<file path="src/rtl/seq_multiplier_pkg.sv">
// Shared types and constants for the sequential multiplier.
// Holds the FSM state encoding and the default operand width.
package seq_multiplier_pkg;

  localparam int DEF_WIDTH = 7;

  typedef enum logic [1:0] {
    IDLE = 2'b00,
    BUSY = 2'b01,
    DONE = 2'b10
  } state_t;

endpackage

</file>
<file path="src/rtl/seq_multiplier_if.sv">
// Request/result bundle for seq_multiplier.
// master: start/is_signed/A/B out, S/ready/done in; slave is the mirror.
interface seq_multiplier_if
  import seq_multiplier_pkg::*;
#(
  parameter int WIDTH = DEF_WIDTH
);

  logic               start;
  logic               is_signed;
  logic [WIDTH-1:0]   A;
  logic [WIDTH-1:0]   B;
  logic [2*WIDTH-1:0] S;
  logic               ready;
  logic               done;

  modport master (
    output start, is_signed, A, B,
    input  S, ready, done
  );

  modport slave (
    input  start, is_signed, A, B,
    output S, ready, done
  );

endinterface

</file>
<file path="src/rtl/seq_mult_datapath.sv">
// Shift-add datapath: magnitude load, per-cycle add/shift, final negate.
// Ports: clk, rst, load/step/finish controls, a, b, is_signed in; s out.
module seq_mult_datapath
  import seq_multiplier_pkg::*;
#(
  parameter int WIDTH = DEF_WIDTH
) (
  input  logic               clk,
  input  logic               rst,
  input  logic               load,
  input  logic               step,
  input  logic               finish,
  input  logic               is_signed,
  input  logic [WIDTH-1:0]   a,
  input  logic [WIDTH-1:0]   b,
  output logic [2*WIDTH-1:0] s
);

  logic [WIDTH-1:0]   mcand;
  logic [WIDTH-1:0]   hi;
  logic [WIDTH-1:0]   lo;
  logic               neg;
  logic [WIDTH:0]     sum;
  logic [2*WIDTH-1:0] prod_nxt;

  // Most-negative value negates to 2^(WIDTH-1), which still fits
  // in WIDTH bits when read as unsigned.
  function automatic logic [WIDTH-1:0] mag(
    input logic [WIDTH-1:0] x,
    input logic             sg
  );
    return (sg && x[WIDTH-1]) ? (~x + WIDTH'(1)) : x;
  endfunction

  // {hi,lo} is the product register; lo starts as the multiplier
  // and is consumed LSB-first while the partial sum fills in from hi.
  assign sum      = {1'b0, hi} +
                    ({1'b0, mcand} & {(WIDTH+1){lo[0]}});
  assign prod_nxt = {sum, lo[WIDTH-1:1]};

  always_ff @(posedge clk or posedge rst) begin
    if (rst) begin
      mcand <= '0;
      hi    <= '0;
      lo    <= '0;
      neg   <= 1'b0;
      s     <= '0;
    end else if (load) begin
      mcand <= mag(a, is_signed);
      hi    <= '0;
      lo    <= mag(b, is_signed);
      neg   <= is_signed & (a[WIDTH-1] ^ b[WIDTH-1]);
    end else if (step) begin
      hi <= prod_nxt[2*WIDTH-1:WIDTH];
      lo <= prod_nxt[WIDTH-1:0];
      if (finish)
        s <= neg ? (~prod_nxt + (2*WIDTH)'(1)) : prod_nxt;
    end
  end

endmodule

</file>
<file path="src/rtl/seq_multiplier.sv">
// Iterative signed/unsigned multiplier, WIDTH cycles per product.
// Ports: clk, rst; bus (slave): start/is_signed/A/B in, S/ready/done out.
module seq_multiplier
  import seq_multiplier_pkg::*;
#(
  parameter int WIDTH = DEF_WIDTH
) (
  input  logic clk,
  input  logic rst,
  seq_multiplier_if.slave bus
);

  localparam int CW = $clog2(WIDTH + 1);

  state_t            state;
  logic [CW-1:0]     cnt;
  logic              ready;
  logic              done;
  logic              load;
  logic              step;
  logic              finish;
  logic [2*WIDTH-1:0] s;

  assign load   = (state == IDLE) && bus.start;
  assign step   = (state == BUSY);
  assign finish = step && (cnt == CW'(WIDTH - 1));

  always_ff @(posedge clk or posedge rst) begin
    if (rst) begin
      state <= IDLE;
      cnt   <= '0;
      ready <= 1'b1;
      done  <= 1'b0;
    end else begin
      unique case (state)
        IDLE: begin
          if (bus.start) begin
            state <= BUSY;
            ready <= 1'b0;
          end
        end
        BUSY: begin
          if (cnt == CW'(WIDTH - 1)) begin
            state <= DONE;
            cnt   <= '0;
            done  <= 1'b1;
          end else begin
            cnt <= cnt + 1'b1;
          end
        end
        DONE: begin
          state <= IDLE;
          done  <= 1'b0;
          ready <= 1'b1;
        end
        default: begin
          state <= IDLE;
          cnt   <= '0;
          done  <= 1'b0;
          ready <= 1'b1;
        end
      endcase
    end
  end

  seq_mult_datapath #(
    .WIDTH (WIDTH)
  ) u_dp (
    .clk       (clk),
    .rst       (rst),
    .load      (load),
    .step      (step),
    .finish    (finish),
    .is_signed (bus.is_signed),
    .a         (bus.A),
    .b         (bus.B),
    .s         (s)
  );

  assign bus.S     = s;
  assign bus.ready = ready;
  assign bus.done  = done;

endmodule

</file>
<file path="src/flat_wrapper.sv">
// flat-port wrapper written by rule: the top's interface ports become plain ports
module seq_multiplier_flat import seq_multiplier_pkg::*;
#(
  parameter int WIDTH = DEF_WIDTH
)
  (clk, rst, bus_start, bus_is_signed, bus_A, bus_B, bus_S, bus_ready, bus_done);
  seq_multiplier_if #(.WIDTH(WIDTH)) bus_i ();
  input  logic clk;
  input  logic rst;
  input wire logic [$bits(bus_i.start)-1:0] bus_start;
  input wire logic [$bits(bus_i.is_signed)-1:0] bus_is_signed;
  input wire logic [$bits(bus_i.A)-1:0] bus_A;
  input wire logic [$bits(bus_i.B)-1:0] bus_B;
  output wire logic [$bits(bus_i.S)-1:0] bus_S;
  output wire logic [$bits(bus_i.ready)-1:0] bus_ready;
  output wire logic [$bits(bus_i.done)-1:0] bus_done;
  assign bus_i.start = bus_start;
  assign bus_i.is_signed = bus_is_signed;
  assign bus_i.A = bus_A;
  assign bus_i.B = bus_B;
  assign bus_S = bus_i.S;
  assign bus_ready = bus_i.ready;
  assign bus_done = bus_i.done;
  seq_multiplier #(.WIDTH(WIDTH)) u_core (.clk(clk), .rst(rst), .bus(bus_i));
endmodule
</file>
<file path="config.mk">
export PLATFORM = sky130hd
export DESIGN_NAME = seq_multiplier_flat
export DESIGN_NICKNAME = d
export VERILOG_FILES = /design/src/rtl/seq_multiplier_pkg.sv /design/src/rtl/seq_multiplier_if.sv /design/src/rtl/seq_mult_datapath.sv /design/src/rtl/seq_multiplier.sv /design/src/flat_wrapper.sv
export SDC_FILE = /design/constraint.sdc
export NUM_CORES = 1
export LEC_CHECK = 0
export CAP_MARGIN = 20
export CORE_MARGIN = 2
export CORE_UTILIZATION = 45
export CTS_BUF_LIST = sky130_fd_sc_hd__clkbuf_16
export DETAILED_ROUTE_END_ITERATION = 7
export PLACE_DENSITY = 0.77
export SKIP_CTS_REPAIR_TIMING = 1
export SKIP_LAST_GASP = 1
export SLEW_MARGIN = 0
export SYNTH_ARGS = -nofsm -noshare
export SYNTH_HDL_FRONTEND = slang
export SYNTH_SLANG_ARGS = --single-unit
</file>
<file path="constraint.sdc">
create_clock -name clk -period 2.5 [get_ports clk]
set_input_delay 0.5 -clock clk [delete_from_list [all_inputs] [get_ports clk]]
set_output_delay 0.5 -clock clk [all_outputs]
set_load 0.01 [all_outputs]
</file>
* Yosys cells after proc, flatten, opt, wreduce, memory -nomap -nowiden
Cells that the tools add are included.
Widths: inputs -> output; s select.
** Storage, ports and cells
- Register bits after elaboration :: 43
- Input port bits :: 18
- Output and inout port bits :: 16
- Word-level logic and storage cells :: 55
** Operators by class
- $add $sub $neg :: 5
- Equal/unequal tests :: 5
- Muxes and demuxes :: 16
- Bitwise gates (word level) :: 9
- Reductions and logical operators :: 11
** Operators with widths (count)
- $mux 7 :: 6
- $add 14x1->14 const B :: 1
- $add 7x1->7 const B :: 2
- $mux 14 :: 1
- $not 14->14 :: 1
- $not 7->7 :: 2
- $add 7x8->8 :: 1
- $and 7x8->8 :: 1
- $pmux 3 s2 :: 1
- $reduce_and 2->1 :: 3
- $logic_and 1x1->1 :: 4
- $mux 2 :: 2
- $ne 2x2->1 const B :: 2
- $pmux 1 s2 :: 2
- $pmux 2 s2 :: 1
- $add 3x1->3 const B :: 1
- $eq 3x3->1 const B :: 1
- $mux 3 :: 1
- $not 1->1 :: 3
- $reduce_and 3->1 :: 1
- $eq 2x1->1 const B :: 1
- $eq 2x2->1 const B :: 1
- $logic_not 2->1 :: 1
- $mux 1 :: 2
- 4 further kinds :: 4

* Logic depth before layout (Yosys ltp)
- Word-level depth :: 5
- Gate-level depth with buffers :: 9
- Mapped depth without buffers :: 9

* Modules after synthesis
From an unflattened synthesis, not the netlist that was laid out.
** Unflattened totals
- Cell total of the unflattened synthesis :: 278
- Area total of the unflattened synthesis :: 2595.0 um^2
** By module, submodules not included
- seq_mult_datapath :: instances 1, cells an instance 248, area an instance 2273.4 um^2, sequential area each 900.9 um^2
- seq_multiplier :: instances 1, cells an instance 30, area an instance 321.6 um^2, sequential area each 176.4 um^2

* Worst setup path after synthesis
OpenSTA, ideal clock, no wires.
- Path type :: register to register
- Start :: register u_core.u_dp.lo[0]
- End :: register u_core.u_dp.s[12]
- Library setup time :: 0.128 ns
- Arrival :: 2.245 ns
- Data required time :: 2.372 ns
- Slack :: 0.127 ns
- Cell stages (with the launch flop) :: 10
- Path buffers :: 0
- Period minus slack after synthesis :: 2.373 ns
- Cells stage by stage :: dfrtp_1 > and2_1 > ha_1 > fa_1 > a211oi_1 > o21ba_2 > nor2_1 > o31ai_1 > xnor2_1 > o21ai_1
** Between the ends
- Word-level cells in the longest chain between the ends :: 5
** RTL lines
- from (decl) :: line seq_mult_datapath.sv:21 : logic [WIDTH-1:0] lo;
- from (signal assigned) :: line seq_mult_datapath.sv:51 : lo <= mag(b, is_signed);
- from (signal assigned) :: line seq_mult_datapath.sv:55 : lo <= prod_nxt[WIDTH-1:0];
- $and 7x8->8 * :: line seq_mult_datapath.sv:38 : ({1'b0, mcand} & {(WIDTH+1){lo[0]}});
- $add 7x8->8 * :: line seq_mult_datapath.sv:37 : assign sum = {1'b0, hi} +
- $not 14->14 :: line seq_mult_datapath.sv:57 : s <= neg ? (~prod_nxt + (2*WIDTH)'(1)) : prod_nxt;
- $add 14x1->14 :: line seq_mult_datapath.sv:57
- $mux 14 * :: line seq_mult_datapath.sv:57
- to (signal assigned) :: line seq_mult_datapath.sv:57
- to (decl) :: line seq_mult_datapath.sv:16 : output logic [2*WIDTH-1:0] s
Every way passes the cells marked *; elsewhere a longest branch is shown, timed or not.
A chain may end at the register's enable or synchronous reset.

* Worst setup path in the final report
Ends and elaborated chain as after synthesis.

==> results.md <==
- Arrival time reported for the critical path endpoint: 2.55 ns
- Area enclosed by the die boundary: 6281 sq um
- Net switching component of the power: 1.741 mW
- Sequential fraction of design power: 0.309
- Total power per unit cell area: 1316 nW/um^2
- Area of the multi-input gates: 1429 sq um
- Origin of the worst min-delay path: u_core.u_dp.mcand[6]
- Max H-tree Level: 2
- Sink Count: 43
- Count of antenna diodes in the layout: 0
- Netlist area before placement: 2549 sq um
- Crit Reg-Reg Endpoint: u_core.u_dp.s[12]
- Post-Synthesis Cells: 292
- Finish-stage setup viols: 0
- Synthesized area divided by synthesized cell count: 8.728 sq um
- Min-Delay Path Class: flop to flop
- Count of warnings emitted by yosys: 0
- Total track usage: 0.1846
- Placer's final routability congestion estimate: 0.8415
- Quantity of I/O buffers inserted on ports: 33
- Vias in the first global route: 2,056
- Worst Path Buf+Inv: 2
- Vertical die dimension: 79.26 um
- Per-cell routed wire length: 13.08 um
- Total wire length: 5.284 mm
- Slew at the pin with the worst max-slew slack: 0.5780 ns
- Starting utilization of the core area: 0.4657
- Overall via count from detail_route: 2,164
- Area growth from synthesis to layout: 25.87%
- End point of the most critical hold path: u_core.u_dp.mcand[6]
- Crit path capture type: flop
- Unique masters post-synth: 46
- Maximum number of pins on one net before global-route repair: 44
- Fill cell count: 527
- Clock insertion delay at the later pin of the skew report: 0.28 ns
- Critical-path top delay cell: sky130_fd_sc_hd__or4_1
- Switching Share: 0.4122
- Delay contributed by the slowest stage of the critical path: 0.49 ns
- Clock input transition at the sequential cells of the worst setup and hold paths: 0.06 ns
- Max Cap Violations: 0
- Fmax: 0.4157 GHz
- Cell depth of the worst flop-to-flop path: 9
- Share of power burned in the clock network: 0.147
- DR iter-0 viols: 89
- Count of unresolved DRC violations after routing: 0
- Root buffer cell: sky130_fd_sc_hd__clkbuf_16
- Fin Clk Skew: 0.005074 ns
- Row cnt: 27
- Antenna violations before repair: 0
- Post-route cell area: 3208 sq um
- Worst slew margin: 0.6146
- Critical Path Source Type: flop
- Comb pwr share: 0.544
- Max-slew violation total from the final report: 0
- Number of nets in the synthesized netlist: 321
- Post-detailed-route via-to-cell ratio: 5.356
- Leakage: 1.400 nW
- Placeable core region: 5473 sq um
- Clock tree from TritonCTS: built
- List of cells traversed by the critical path: buf_4 > and2_1 > ha_2 > a211oi_1 > buf_4 > or4_1 > and3_1 > xnor2_1 > o21ai_1
- Global route total overflow: 0
- Most used DFF post-synth: sky130_fd_sc_hd__dfrtp_1
- Slack of the worst reg-to-reg path: 0.09 ns
- Final net count: 360
- Fraction of registers with async set or reset after synthesis: 1.000
- Flip-flop and latch count after synthesis: 43
- Count of final hold-check violations: 0
- Largest area contributor in the netlist: sky130_fd_sc_hd__dfrtp_1
- Run status: complete, no violations
- Residual antenna-violating net count after detailed routing: 0
- Hold slack final: 0.4687 ns
- Max FO, Critical Path: 6
- Top cell family by delay on the critical path: simple AND/OR/NAND/NOR gates
- Top-level port count: 34
- Detailed placer's ending HPWL: 3.866 mm
- Post-synthesis sequential area ratio: 0.4227
- Beginning of the worst register-to-register path: u_core.u_dp.lo[0]
- Cell types with the largest area share after synthesis: sky130_fd_sc_hd__dfrtp_1 41%, sky130_fd_sc_hd__nand2_1 6.5%, sky130_fd_sc_hd__nor2_1 5.2%, sky130_fd_sc_hd__ha_1 4.9%, sky130_fd_sc_hd__xor2_1 4.5%
- Maximum resistive drop on vdd: 0.0004827 V
- Total Neg Setup Slack: 0 ns
- Hold Path Cell Cnt: 2
- Iteration count of the initial detailed-routing pass: 4
- Register area: 1077 sq um
- Final period demand of the worst path: 2.406 ns
- Internal Power: 2.482 mW
- CTS Buf Count: 5
- CTS Buffer Depth: 2
- Placement Cell Area: 3007 sq um
- Fraction of post-synthesis cell area in the top cell type by area: 0.4124
- Data required, critical path: 2.65 ns
- EDFF count, synth: 0
- First-pass GRT wire length: 9.114 mm
- Critical path start-end classification: flop to flop
- Crit path top cell by count: sky130_fd_sc_hd__buf_4
- Die width: 79.26 um
- Share of layout cells above drive strength 1: 0.1084
- Post-route clock period utilization: 0.9623
[worst max path at each step]
stage                        endpoint              start  slack, ns  cells after the start
finish              u_core.u_dp.s[12]  u_core.u_dp.lo[0]       0.09                      9
global route        u_core.u_dp.s[12]  u_core.u_dp.lo[0]     -0.009                      9
CTS                 u_core.u_dp.s[13]  u_core.u_dp.lo[0]       0.03                      9
detailed placement  u_core.u_dp.s[12]  u_core.u_dp.lo[0]       0.07                      9
global placement    u_core.u_dp.s[12]  u_core.u_dp.lo[0]       0.13                     10
floorplan           u_core.u_dp.s[12]  u_core.u_dp.lo[0]       0.13                      9
[stage by stage]
step	total power, mW	setup slack (ns)	cells	util
2_1_floorplan	2.722	0.1272	292	-
6_report	4.223	0.09428	404	0.5862
4_1_cts	4.124	0.03488	403	0.5752
3_5_place_dp	3.474	0.07483	395	0.5494
3_3_place_gp	3.393	0.1295	395	0.5494
5_1_grt	4.582	-0.008659	404	0.5862
[flip-flops by register name (all words and copies together), names as in the netlist]
signal	cells
u_core.u_dp.mcand	7
u_core.u_dp.lo	7
u_core.bus.done	1
u_core.u_dp.neg	1
u_core.u_dp.s	14
u_core.bus.ready	1
u_core.u_dp.hi	7
u_core.cnt	3
u_core.state	2
[cells in the mapped netlist, types with 2 or more instances]
library cell,instances
sky130_fd_sc_hd__nand2_1,44
sky130_fd_sc_hd__dfrtp_1,42
sky130_fd_sc_hd__nor2_1,35
sky130_fd_sc_hd__o21ai_0,18
sky130_fd_sc_hd__inv_1,13
sky130_fd_sc_hd__xor2_1,13
sky130_fd_sc_hd__a21oi_1,12
sky130_fd_sc_hd__nand3_1,11
sky130_fd_sc_hd__clkbuf_1,10
sky130_fd_sc_hd__ha_1,10
sky130_fd_sc_hd__xnor2_1,9
sky130_fd_sc_hd__and2_1,7
sky130_fd_sc_hd__a31oi_1,6
sky130_fd_sc_hd__o21ai_1,6
sky130_fd_sc_hd__o31ai_1,6
sky130_fd_sc_hd__a211oi_1,5
sky130_fd_sc_hd__nor3_1,5
sky130_fd_sc_hd__nor2b_1,3
sky130_fd_sc_hd__or3_1,3
sky130_fd_sc_hd__and3_1,2
sky130_fd_sc_hd__mux2i_1,2
sky130_fd_sc_hd__nand2b_1,2
sky130_fd_sc_hd__nor3b_1,2
sky130_fd_sc_hd__o211ai_1,2
sky130_fd_sc_hd__o21ba_2,2
sky130_fd_sc_hd__o22ai_1,2
[power groups by stage]
stage               Combinational, mW  Clock (mW)  Sequential (mW)
floorplan                        1.44           0             1.28
global placement                 2.10           0             1.30
detailed placement               2.17           0             1.31
CTS                              2.19       0.636             1.30
global route                     2.56       0.668             1.36
finish                           2.30       0.620             1.31
[kinds of logic (layout without fill, tap and decap cells)]
group / count (synthesis) / after routing / share of synthesized area
buffers and inverters: 25 / 65 / 0.03731
AOI/OAI and AO/OA: 66 / 66 / 0.1699
adders and majority gates: 11 / 11 / 0.05695
DFF: 43 / 43 / 0.4227
muxes: 2 / 2 / 0.007855
and+or+nand+nor: 123 / 123 / 0.2298
xor gates and xnor gates: 22 / 22 / 0.07560
[cell usage in the layout (no fill, tap or decap), drive strengths merged, types with 2 or more instances in the layout]
master | Yosys | routed
o22ai | 2 | 2
xnor2 | 9 | 9
o221ai | 2 | 2
xor2 | 13 | 13
or4 | 2 | 2
mux2i | 2 | 2
o211ai | 3 | 3
buf | 1 | 10
o21ba | 2 | 2
a211oi | 5 | 5
and2 | 7 | 7
clkbuf | 10 | 5
clkdlybuf4s50 | 0 | 33
nor3 | 5 | 5
o21ai | 24 | 24
or3 | 3 | 3
nand2b | 2 | 2
inv | 14 | 15
nor2 | 36 | 36
and3 | 2 | 2
nand2 | 44 | 44
nand3 | 11 | 11
nor2b | 3 | 3
a31oi | 6 | 6
dfrtp | 42 | 42
o31ai | 7 | 7
a21oi | 12 | 12
nor3b | 2 | 2
ha | 10 | 10
[worst reg2reg max path: stages (launching register included)]
cell and delay, ns:
sky130_fd_sc_hd__dfrtp_1 0.40, sky130_fd_sc_hd__buf_4 0.16, sky130_fd_sc_hd__and2_1 0.16, sky130_fd_sc_hd__ha_2 0.37
sky130_fd_sc_hd__a211oi_1 0.08, sky130_fd_sc_hd__buf_4 0.15, sky130_fd_sc_hd__or4_1 0.49, sky130_fd_sc_hd__and3_1 0.23
sky130_fd_sc_hd__xnor2_1 0.16, sky130_fd_sc_hd__o21ai_1 0.07
[routing by layer]
metal	share of wire	vias to the layer above	track usage
li1	-	1082	-
met1	0.46	1025	0.2321
met2	0.48	49	0.3161
met3	0.041	8	0.03523
met4	0.019	0	0.06724
met5	0	-	0
[cell type report]
type / count / share of cell area
inverter: 14 / 0.01638
timing repair buffer: 43 / 0.1303
tap: 72 / 0.02808
sequential: 43 / 0.3358
multi-input combinational: 224 / 0.4454
clock inverter: 3 / 0.005070
clock buffer: 5 / 0.03900
Power figures use the tool's default switching activity.
